`config.mk`:
```
export PLATFORM = sky130hd
export DESIGN_NAME = amdc_adc_spi_emulator
export DESIGN_NICKNAME = d
export VERILOG_FILES = /design/src/rtl/amdc_adc_spi_emulator.sv
export SDC_FILE = /design/constraint.sdc
export NUM_CORES = 1
export LEC_CHECK = 0
export BUFFER_PORTS_ARGS = -buffer_cell sky130_fd_sc_hd__buf_4
export CAP_MARGIN = 30
export CORE_ASPECT_RATIO = 1.4
export CORE_UTILIZATION = 51
export CTS_CLUSTER_SIZE = 28
export DETAILED_ROUTE_END_ITERATION = 10
export PLACE_DENSITY = 0.76
export SYNTH_ARGS = -nofsm -noshare
export SYNTH_HDL_FRONTEND = slang
export SYNTH_SLANG_ARGS = --single-unit
```
`constraint.sdc`:
```
create_clock -name clk -period 2.3 [get_ports clk]
set_clock_uncertainty 0.2 [all_clocks]
set_input_delay 0.46 -clock clk [delete_from_list [all_inputs] [get_ports clk]]
set_output_delay 0.46 -clock clk [all_outputs]
set_load 0.01 [all_outputs]
```
`src/rtl/amdc_adc_spi_emulator.sv`:
```
// rtl/amdc_adc_spi_emulator.sv - AD4011 serial port emulator, two 18-bit channels on CNV/SCLK
module amdc_adc_spi_emulator #(
  parameter int DATA_W         = 18,
  parameter int SYNC_STAGES    = 2,
  parameter int MIN_CNV_CYCLES = 60
) (
  input  logic              clk,
  input  logic              rst_n,
  input  logic              enable,
  input  logic              cnv,
  input  logic              sclk,
  input  logic [DATA_W-1:0] sample_x,
  input  logic [DATA_W-1:0] sample_y,
  output logic              miso_x,
  output logic              miso_y,
  output logic              busy,
  output logic              frame_done,
  output logic              cnv_err,
  output logic              sclk_err
);

  localparam int BIT_W = $clog2(DATA_W) + 1;
  localparam int CNT_W = $clog2(MIN_CNV_CYCLES + 1);

  typedef enum logic [1:0] {
    ST_IDLE,
    ST_CONVERT,
    ST_SHIFT
  } state_t;

  state_t                 state;
  logic [SYNC_STAGES-1:0] cnv_sync;
  logic [SYNC_STAGES-1:0] sclk_sync;
  logic                   cnv_dly;
  logic                   sclk_dly;
  logic                   cnv_rise;
  logic                   cnv_fall;
  logic                   sclk_fall;
  logic [DATA_W-1:0]      shadow_x;
  logic [DATA_W-1:0]      shadow_y;
  logic [CNT_W-1:0]       cnv_cnt;
  logic [BIT_W-1:0]       bit_cnt;

  // Bring the asynchronous master strobes into clk domain, plus one stage for edge detection
  always_ff @(posedge clk) begin
    if (!rst_n) begin
      cnv_sync  <= '0;
      sclk_sync <= '0;
      cnv_dly   <= 1'b0;
      sclk_dly  <= 1'b0;
    end else begin
      cnv_sync  <= {cnv_sync[SYNC_STAGES-2:0], cnv};
      sclk_sync <= {sclk_sync[SYNC_STAGES-2:0], sclk};
      cnv_dly   <= cnv_sync[SYNC_STAGES-1];
      sclk_dly  <= sclk_sync[SYNC_STAGES-1];
    end
  end

  // Single-cycle edge strobes from the synchronised pins
  always_comb begin
    cnv_rise  = cnv_sync[SYNC_STAGES-1] & ~cnv_dly;
    cnv_fall  = ~cnv_sync[SYNC_STAGES-1] & cnv_dly;
    sclk_fall = ~sclk_sync[SYNC_STAGES-1] & sclk_dly;
  end

  // Conversion/shift FSM with all outputs registered alongside the state
  always_ff @(posedge clk) begin
    if (!rst_n) begin
      state      <= ST_IDLE;
      shadow_x   <= '0;
      shadow_y   <= '0;
      cnv_cnt    <= '0;
      bit_cnt    <= '0;
      miso_x     <= 1'b0;
      miso_y     <= 1'b0;
      busy       <= 1'b0;
      frame_done <= 1'b0;
      cnv_err    <= 1'b0;
      sclk_err   <= 1'b0;
    end else begin
      frame_done <= 1'b0;
      cnv_err    <= 1'b0;
      sclk_err   <= 1'b0;
      case (state)
        ST_IDLE: begin
          miso_x <= 1'b0;
          miso_y <= 1'b0;
          if (sclk_fall) begin
            sclk_err <= 1'b1;
          end
          // A CNV rise while disabled is silently dropped
          if (cnv_rise && enable) begin
            state    <= ST_CONVERT;
            busy     <= 1'b1;
            shadow_x <= sample_x;
            shadow_y <= sample_y;
            cnv_cnt  <= '0;
          end
        end

        ST_CONVERT: begin
          if (sclk_fall) begin
            sclk_err <= 1'b1;
          end
          if (cnv_fall) begin
            if (cnv_cnt >= CNT_W'(MIN_CNV_CYCLES)) begin
              state   <= ST_SHIFT;
              bit_cnt <= '0;
              miso_x  <= shadow_x[DATA_W-1];
              miso_y  <= shadow_y[DATA_W-1];
            end else begin
              state   <= ST_IDLE;
              busy    <= 1'b0;
              cnv_err <= 1'b1;
              miso_x  <= 1'b0;
              miso_y  <= 1'b0;
            end
          end else if (cnv_cnt < CNT_W'(MIN_CNV_CYCLES)) begin
            cnv_cnt <= cnv_cnt + CNT_W'(1);
          end
        end

        ST_SHIFT: begin
          // A new conversion aborts the frame and takes priority over any coincident SCLK fall
          if (cnv_rise) begin
            cnv_err <= 1'b1;
            miso_x  <= 1'b0;
            miso_y  <= 1'b0;
            if (enable) begin
              state    <= ST_CONVERT;
              shadow_x <= sample_x;
              shadow_y <= sample_y;
              cnv_cnt  <= '0;
            end else begin
              state <= ST_IDLE;
              busy  <= 1'b0;
            end
          end else if (sclk_fall) begin
            if (bit_cnt == BIT_W'(DATA_W - 1)) begin
              state      <= ST_IDLE;
              busy       <= 1'b0;
              frame_done <= 1'b1;
              miso_x     <= 1'b0;
              miso_y     <= 1'b0;
            end else begin
              shadow_x <= {shadow_x[DATA_W-2:0], 1'b0};
              shadow_y <= {shadow_y[DATA_W-2:0], 1'b0};
              bit_cnt  <= bit_cnt + BIT_W'(1);
              miso_x   <= shadow_x[DATA_W-2];
              miso_y   <= shadow_y[DATA_W-2];
            end
          end
        end

        default: begin
          state  <= ST_IDLE;
          busy   <= 1'b0;
          miso_x <= 1'b0;
          miso_y <= 1'b0;
        end
      endcase
    end
  end

endmodule
```
**Word-level counts from Yosys, hierarchy flattened**

Cells that the tools add are included.

- Input bits: 41
- Register bits after elaboration: 62
- Word-level logic and storage cells: 119
- Output and inout port bits: 6

- $add $sub $neg: 2
- Bitwise logic cells: 9
- Equality and inequality tests: 19
- Muxes and demuxes: 58
- Magnitude comparators: 2
- Reduce and logical (&&, ||, !) cells: 14

Operator list:

| kind | number |
|---|---|
| 18-bit 2-to-1 mux | 10 |
| 18-bit case mux with 2 select lines | 2 |
| 6-bit 2-to-1 mux | 10 |
| 1-bit 2-to-1 mux | 23 |
| 2-bit inequality test (second input constant) | 11 |
| 6-bit case mux with 3 select lines | 1 |
| 6-bit AND reduction | 3 |
| 3-bit inequality test (second input constant) | 5 |
| 6-bit by 1-bit adder with 6-bit output (second input constant) | 2 |
| 2-bit 2-to-1 mux | 6 |
| 6-bit case mux with 2 select lines | 1 |
| 6-bit by 5-bit == test with 1-bit output (second input constant) | 1 |
| 6-bit >= comparator (second input constant) | 1 |
| 6-bit less-than comparator (second input constant) | 1 |
| 1-bit inverter | 6 |
| 1-bit case mux with 2 select lines | 3 |
| 2-bit case mux with 3 select lines | 1 |
| 5-bit AND reduction | 1 |
| 2-bit AND reduction | 2 |
| 4-bit AND reduction | 1 |
| 2-bit nonzero test | 2 |
| 4-bit OR reduction | 1 |
| 1-bit AND | 3 |
| 1-bit case mux with 3 select lines | 1 |
| 6 further kinds | 6 |

**Depth between registers and ports, before layout**

Gate-level depths: netlist of the first run.

- Word-level depth: 5
- Mapped depth: 8
- Gate-level depth less buffers: 6

**Worst setup path before layout of the first run**

Ideal clock, no wire load.

- Kind: reg-to-reg
- From: register state[0]
- To: register shadow_x[15]
- Data arrival time: 2096 ps
- Slack: -132 ps
- Setup time: 136 ps
- Period minus slack after synthesis: 2432 ps
- Path buffers: 2
- Data required time: 1964 ps
- Cell stages (with the launch flop): 9
- Cells stage by stage: dfxtp_1 inv_1 ha_1 or3b_4 a2111oi_4 or2_1 buf_6 buf_12 a211oi_1

- Word-level cells in the longest chain between the ends: 3
- Elaborated cells between the ends (all ways): 9
- Those cells by class: eq/ne (5); mux (1); reduce/logical (3)

RTL lines:

| what | RTL line | source |
|---|---|---|
| start, declared | 31 | `state_t state;` |
| start signal, assigned | 69 | `state <= ST_IDLE;` |
| start signal, assigned | 93 | `state <= ST_CONVERT;` |
| start signal, assigned | 107 | `state <= ST_SHIFT;` |
| 2-bit == test or 2-bit zero test (tied branches) | 84 | `case (state)` |
| 3-bit inequality test (no source line), or another cell as far along | - |  |
| 5-bit AND reduction (no source line) | - |  |
| end signal, assigned | 95 | `shadow_x <= sample_x;` |
| end signal, assigned | 131 | `shadow_x <= sample_x;` |
| end signal, assigned | 146 | `shadow_x <= {shadow_x[DATA_W-2:0], 1'b0};` |
| end, declared | 39 | `logic [DATA_W-1:0] shadow_x;` |

Parallel ways exist; a longest one is shown, timed or not.
A chain may end at the register's enable or synchronous reset.

**Worst setup path after layout of the first run**

- From: register state[1]
- To: register shadow_y[2]

- Word-level cells in the longest chain between the ends: 3
- Elaborated cells between the ends (all ways): 9
- Those cells by class: eq/ne (5); mux (1); reduce/logical (3)

RTL lines:

| what | RTL line | source |
|---|---|---|
| 2-bit == test or 2-bit zero test (tied branches) | 84 |  |
| 3-bit inequality test (no source line), or another cell as far along | - |  |
| 5-bit AND reduction (no source line) | - |  |
| end signal, assigned | 96 | `shadow_y <= sample_y;` |
| end signal, assigned | 132 | `shadow_y <= sample_y;` |
| end signal, assigned | 147 | `shadow_y <= {shadow_y[DATA_W-2:0], 1'b0};` |
| end, declared | 40 | `logic [DATA_W-1:0] shadow_y;` |

Parallel ways exist; a longest one is shown, timed or not.

==> summary.txt, run 1 <==
Status
  – Status: finished, final reports clean

Drt
  – Count of antenna-violating nets left after detailed routing: 0
  – Average wire length per cell after detail routing: about 17 um
  – First-pass iteration count of the detailed router: 6
  – Average vias per placed instance: 6.114
  – Violation count after the first detailed-routing iteration: ~120
  – Via count of the routed design: 2788
  – WL final: around 7600 um
  – # DRC: 0

CTS
  – Clk_lat worst skew: 0.34 ns
  – Clock transition at the registers of the reported paths: 0.07 ns
  – TritonCTS clock tree: built
  – CTS sink count: 62
  – Clock root cell: sky130_fd_sc_hd__clkbuf_8
  – Max H-tree Level: 3
  – TritonCTS Buffers: 9
  – Count of hold-fix buffers inserted at cts: 0
  – Number of buffers on the longest clock path: 2

Power and ir drop
  – Maximum vdd drop: 0.4255 mV
  – LEAKAGE: approximately 1.7 nW
  – Pwr/cell area: 645.2 nW/um^2

Worst hold path
  – Hold Crit Class: primary input to register
  – WHS Path Cells: 2
  – Hold Path Sink: sclk_sync[0]$_SDFF_PN0_
  – Launch instance of the worst min-delay path: sclk

Yosys
  – Top flip-flop cell by instance count after synthesis: sky130_fd_sc_hd__dfxtp_1
  – Cell with the most instances after synthesis: sky130_fd_sc_hd__dfxtp_1
  – Syn_area_per_cell: 9.594 um^2
  – Number of unique standard cell types used by synthesis: 52
  – Sequential share of the synthesized area: 40.18%
  – Proportion of netlist area held by the largest area contributor: 40.18%
  – Top cells by area, synth: sky130_fd_sc_hd__dfxtp_1 40%, sky130_fd_sc_hd__mux2i_1 12%, sky130_fd_sc_hd__a211oi_1 8.7%, sky130_fd_sc_hd__nor3_1 6.0%, sky130_fd_sc_hd__ha_1 2.8%
  – Leading area contributor after synthesis: sky130_fd_sc_hd__dfxtp_1
  – Synthesis warning total: 0
  – Number of standard cells after synthesis: 322
  – Synth cell count leaders: 62 x sky130_fd_sc_hd__dfxtp_1, 38 x sky130_fd_sc_hd__mux2i_1, 37 x sky130_fd_sc_hd__nor3_1
  – Number of synthesized register bits: 62
  – Number of enable flip-flop cells after synthesis: 0
  – Async S/R FF share, synth: 0%
  – Synth Cell Area: 3089 um^2
  – Mapped Nets: 370

Critical path
  – R2r worst-path depth: 8
  – Destination of the worst register-to-register timing path: shadow_y[2]$_SDFFE_PN0P_
  – Maximum fanout along the worst path: 7
  – Required arrival time at the worst endpoint: 2.30 ns
  – Kind of critical path: register to register
  – Category of the worst setup path capture point: register
  – R2R setup slack: 0.03 ns
  – Startpoint type of the worst setup path: register
  – Critical Path AT: 2.27 ns
  – FF-to-FF Start: state[1]$_SDFFE_PN0P_

GRT
  – Initial antenna violation count: 0
  – Total track usage: 23.37%
  – Global-route wire length before repair: 11180 um
  – Leftover overflow at the end of global routing: 0
  – Maximum number of pins on one net before global-route repair: between 40 and 50
  – Via count of the first global-routing pass: between 2000 and 3000

Floorplan
  – Core area: 5863 um^2
  – Initial Util: 52.69%
  – Die outline height: 94.09 um
  – Die X: 67.78 um
  – I/O pin count: 47
  – Std cell rows: 33
  – Area of the die: 6377 um^2

Layout
  – Antenna diode count: 0
  – Syn-to-layout area delta: 25.76%
  – Fraction of final layout cells with drive strength greater than 1: 27.20%
  – Number of nets in the layout: 430
  – Multi-input combinational cell area: 1683 um^2
  – Fill count: 478
  – Sequential Area: between 1000 and 1500 um^2
  – Fin area: 3885 um^2

STA
  – Final WS setup: 0.03012 ns
  – Worst Tran Pin Value: 0.6269 ns
  – Final number of setup-violating endpoints: 0
  – Final cycle utilization of the critical path: 98.69%
  – Final worst hold slack: approximately 0.12 ns
  – Unrepaired setup endpoints after global routing: yes
  – Worst slew margin: between 50 and 60%
  – Max-slew violation count: 0
  – Summed negative setup slack over all endpoints: 0 ns
  – Highest clock rate: 440.6 MHz
  – Post-layout min period: 2.270 ns
  – Total count of hold-check failures in the final report: 0

Place
  – Worst setup timing slack at the placement stage: 0.03102 ns
  – Post-detail-place hpwl: 4642 um
  – Post-detailed-placement cell area: 3511 um^2
  – Port Buf Inserts: 46
  – Routability-driven placement congestion ratio: 0.8838

Run
  – Max Cap Viol: 0
[area by class of cell]
cell class	count	area share, %
sequential	62	32.08
inverter	6	0.5797
tap	70	2.254
timing repair buffer	73	16.91
multi-input combinational	230	43.32
clock inverter	4	1.224
clock buffer	11	3.639
[cell families after synthesis]
logic type	count (synthesis)	synth area share [%]
buf+inv	30	6.440
flops	62	40.18
mux	38	12.31
compound gates	81	20.41
fa+ha+maj	7	2.835
simple gates	104	17.82
[layer usage]
layer	vias up	track usage [%]	routed length, um
met2	92	38.94	3987
li1	1345	-	-
met4	0	11.28	189
met3	14	6.432	398
met1	1337	26.72	3063
met5	-	0	0
[cell usage in the layout, fill, tap and decap left out, drive strengths merged, types with 2 or more instances in the layout]
master	n
o32ai	3
buf	70
a32o	5
or4	3
o22ai	2
nor4	2
inv	4
a22o	3
and3	2
clkbuf	14
nor3	38
and2	7
nand2b	4
a21oi	8
or3	3
nand3	9
nand3b	2
or2	2
clkinv	4
a211oi	38
o21ai	9
dfxtp	62
nand2	18
nor2b	3
mux2i	38
ha	7
nor2	7
[through the flow]
stage / cells / utilization [%] / total power [mW]
2_1_floorplan: 322 / - / 1.399
3_3_place_gp: 430 / 59.88 / 1.520
3_5_place_dp: 430 / 59.88 / 1.528
4_1_cts: 445 / 63.10 / 2.459
5_1_grt: 456 / 66.26 / 2.600
6_report: 456 / 66.26 / 2.507
[where the power goes]
part           leakage (nW)  internal [mW]  switching [mW]  total, mW
Combinational          1.08          0.203           0.218      0.421
Sequential            0.504           1.12          0.0261       1.15
Clock                0.0952          0.520           0.420      0.940
Total                  1.68           1.84           0.664       2.51
[sequential cells by signal, indices dropped and copies added, names as in the netlist, 2 cells and up]
register / count
cnv_cnt: 6
shadow_y: 18
sclk_sync: 2
bit_cnt: 6
cnv_sync: 2
shadow_x: 18
state: 2
[worst max-delay path by stage]
| stage | startpoint | end | cells past startpoint |
|---|---|---|---|
| CTS | state[0]$_SDFFE_PN0P_ | shadow_x[8]$_SDFFE_PN0P_ | 7 |
| global placement | state[0]$_SDFFE_PN0P_ | state[0]$_SDFFE_PN0P_ | 7 |
| floorplan | state[0]$_SDFFE_PN0P_ | shadow_x[15]$_SDFFE_PN0P_ | 8 |
| global route | state[1]$_SDFFE_PN0P_ | shadow_y[6]$_SDFFE_PN0P_ | 8 |
| detailed placement | state[0]$_SDFFE_PN0P_ | shadow_x[8]$_SDFFE_PN0P_ | 7 |
| finish | state[1]$_SDFFE_PN0P_ | shadow_y[2]$_SDFFE_PN0P_ | 8 |
[critical path, stage by stage (launching register included)]
cell and delay [ns]:
sky130_fd_sc_hd__dfxtp_2 0.34, sky130_fd_sc_hd__inv_2 0.06, sky130_fd_sc_hd__ha_4 0.16, sky130_fd_sc_hd__or3b_4 0.38
sky130_fd_sc_hd__a2111oi_4 0.31, sky130_fd_sc_hd__buf_4 0.20, sky130_fd_sc_hd__or2_4 0.23, sky130_fd_sc_hd__clkbuf_16 0.18
sky130_fd_sc_hd__a211oi_1 0.07
[timing repair]
action | 4_1_cts | 5_1_grt
setup endpoints to repair | 0 | 40
setup buffers | 0 | 4
resized for setup | 0 | 14
No activity file was read; power rests on OpenSTA's default activity.
==> inputs of run 2 (changes only) <==
Settings changed: CORE_ASPECT_RATIO 1.4 to not set.
==> run 2 against run 1 <==
Compared with the run above: fmax decreased by 0.94%; utilization increased by 2.1 points; largest cell class unchanged; critical path type unchanged; sequential share of layout area about the same; die area about the same; sequential power about the same; largest power group unchanged.
==> summary.txt, run 2 (synthesis results as in run 1) <==
CTS
  – Max H-tree Level: 3 (unchanged)
  – Clock root cell: sky130_fd_sc_hd__clkbuf_8
  – Clk_lat worst skew: 0.33 ns (about the same)
  – Number of buffers on the longest clock path: 2 (unchanged)
  – CTS sink count: 62 (unchanged)
  – TritonCTS Buffers: 9 (unchanged)
  – TritonCTS clock tree: built
  – Clock transition at the registers of the reported paths: 0.07 ns (about the same)

GRT
  – Leftover overflow at the end of global routing: 0 (unchanged)
  – Initial antenna violation count: 0 (unchanged)
  – Global-route wire length before repair: 11210 um (+0.30%)
  – Total track usage: 22.62% (-0.75 points)
  – Maximum number of pins on one net before global-route repair: 44 (unchanged)
  – Via count of the first global-routing pass: 2517 (+0.68%)

Drt
  – Average vias per placed instance: 6.081 (-0.54%)
  – Average wire length per cell after detail routing: 16.44 um (-1.9%)
  – # DRC: 0 (unchanged)
  – Via count of the routed design: 2785 (-0.11%)
  – First-pass iteration count of the detailed router: 4 (-2)
  – Violation count after the first detailed-routing iteration: 173 (+49%)
  – Count of antenna-violating nets left after detailed routing: 0 (unchanged)
  – WL final: 7529 um (-1.4%)

Place
  – Port Buf Inserts: 46 (unchanged)
  – Post-detail-place hpwl: 4501 um (-3.0%)
  – Post-detailed-placement cell area: 3501 um^2 (-0.29%)
  – Routability-driven placement congestion ratio: 0.8543 (-3.3%)

STA
  – Highest clock rate: 436.4 MHz (-0.94%)
  – Max-slew violation count: 0 (unchanged)
  – Summed negative setup slack over all endpoints: 0 ns (unchanged)
  – Worst Tran Pin Value: 0.5576 ns (-0.06930 ns)
  – Post-layout min period: 2.291 ns (+0.02154 ns)
  – Final number of setup-violating endpoints: 0 (unchanged)
  – Total count of hold-check failures in the final report: 0 (unchanged)
  – Unrepaired setup endpoints after global routing: yes
  – Final cycle utilization of the critical path: 99.63% (+0.94 points)
  – Worst slew margin: 62.83% (+4.9 points)

Layout
  – Largest registers ranked by flip-flop count: shadow_x x18, shadow_y x18
  – Multi-input combinational cell area: 1689 um^2 (+0.37%)
  – Fin area: 3882 um^2 (about the same)
  – Syn-to-layout area delta: 25.68% (about the same)
  – Share of the core filled with cells in the final layout: 68.41% (+2.1 points)
  – Fraction of final layout cells with drive strength greater than 1: 27.46% (+0.26 points)
  – Fill count: 432 (-9.6%)
  – Leading cell type in the layout, fill and taps excluded: sky130_fd_sc_hd__buf_4
  – Antenna diode count: 0 (unchanged)
  – Number of nets in the layout: 429 (-0.23%)
  – Sequential Area: 1244 um^2 (-0.20%)
  – Most frequent cells in the layout: 62 x sky130_fd_sc_hd__buf_4, 60 x sky130_fd_sc_hd__dfxtp_1, 38 x sky130_fd_sc_hd__mux2i_1

Critical path
  – Startpoint type of the worst setup path: register
  – Kind of critical path: register to register
  – Required arrival time at the worst endpoint: 2.36 ns (+0.06 ns)
  – Maximum fanout along the worst path: 5 (-2)
  – Critical Path AT: 2.35 ns (+0.08 ns)
  – Category of the worst setup path capture point: register

Status
  – Status: finished, final reports clean

Floorplan
  – I/O pin count: 47 (unchanged)
  – Die outline height: 79.83 um (-15%)
  – Area of the die: 6373 um^2 (about the same)
  – Core area: 5675 um^2 (-3.2%)
  – Initial Util: 54.43% (+1.7 points)
  – Std cell rows: 27 (-18%)
  – Die X: 79.83 um (+18%)

Power and ir drop
  – Final Power: 2.523 mW (+0.63%)
  – Pwr/cell area: 649.7 nW/um^2 (+0.70%)
  – LEAKAGE: 1.674 nW (-0.18%)
  – Maximum vdd drop: 0.4762 mV (+12%)

Run
  – Max Cap Viol: 0 (unchanged)

Worst hold path
  – Hold Crit Class: primary input to register
-- run 2: area by class of cell --
cell class,instances,share of cell area (%)
well taps,72,2.320
repair buffers,72,16.31
flip-flops and latches,62,32.03
clock buffers,12,3.996
inverters,6,0.6768
clock inverters,4,1.160
multi-input cells,230,43.51
-- run 2: worst max-delay path, stage by stage (launching register included) --
cell	delay [ns]
sky130_fd_sc_hd__dfxtp_2	0.36
sky130_fd_sc_hd__inv_2	0.06
sky130_fd_sc_hd__ha_4	0.17
sky130_fd_sc_hd__or3b_4	0.38
sky130_fd_sc_hd__a2111oi_4	0.32
sky130_fd_sc_hd__buf_4	0.20
sky130_fd_sc_hd__or2_4	0.21
sky130_fd_sc_hd__buf_12	0.15
sky130_fd_sc_hd__mux2i_1	0.19
-- run 2: per-layer routing --
| layer | vias up | track usage [%] | share of wire (%) | routed length (um) |
|---|---|---|---|---|
| li1 | 1348 | - | - | - |
| met1 | 1331 | 29.20 | 46 | 3460 |
| met2 | 90 | 36.07 | 47 | 3553 |
| met3 | 16 | 3.657 | 4.6 | 347 |
| met4 | 0 | 11.96 | 2.2 | 167 |
| met5 | - | 0 | 0 | 0 |
-- run 2: worst paths after layout --
path	cells after the start	slack [ns]	start	to
hold / removal	2	0.13	cnv	cnv_sync[0]$_SDFF_PN0_
setup / recovery	8	0.009	state[1]$_SDFFE_PN0P_	shadow_x[0]$_SDFFE_PN0P_
hold reg to reg	1	0.23	cnv_sync[0]$_SDFF_PN0_	cnv_sync[1]$_SDFF_PN0_
setup reg to reg	8	0.009	state[1]$_SDFFE_PN0P_	shadow_x[0]$_SDFFE_PN0P_
-- run 2: stage by stage --
stage | hold slack, ns | instances | setup WS (ns)
final | 0.1343 | 458 | 0.008587
after global routing | 0.1285 | 458 | -0.04436
after CTS | 0.1255 | 448 | 0.03958
after detailed placement | 0.2228 | 432 | 0.07168
after global placement | 0.2166 | 432 | 0.1411
after floorplan | 0.2119 | 322 | 0.03516
-- run 2: where the power goes --
group	switching (mW)	internal [mW]	total, mW
registers	0.0256	1.12	1.14
clock network	0.409	0.554	0.963
logic	0.217	0.199	0.416
-- run 2: what timing repair did --
item / 4_1_cts / 5_1_grt
endpoints found under the hold margin: 0 / 0
hold buffers: 0 / 0
setup buffers: 0 / 4
setup endpoints to repair: 0 / 38
resized for setup: 0 / 17
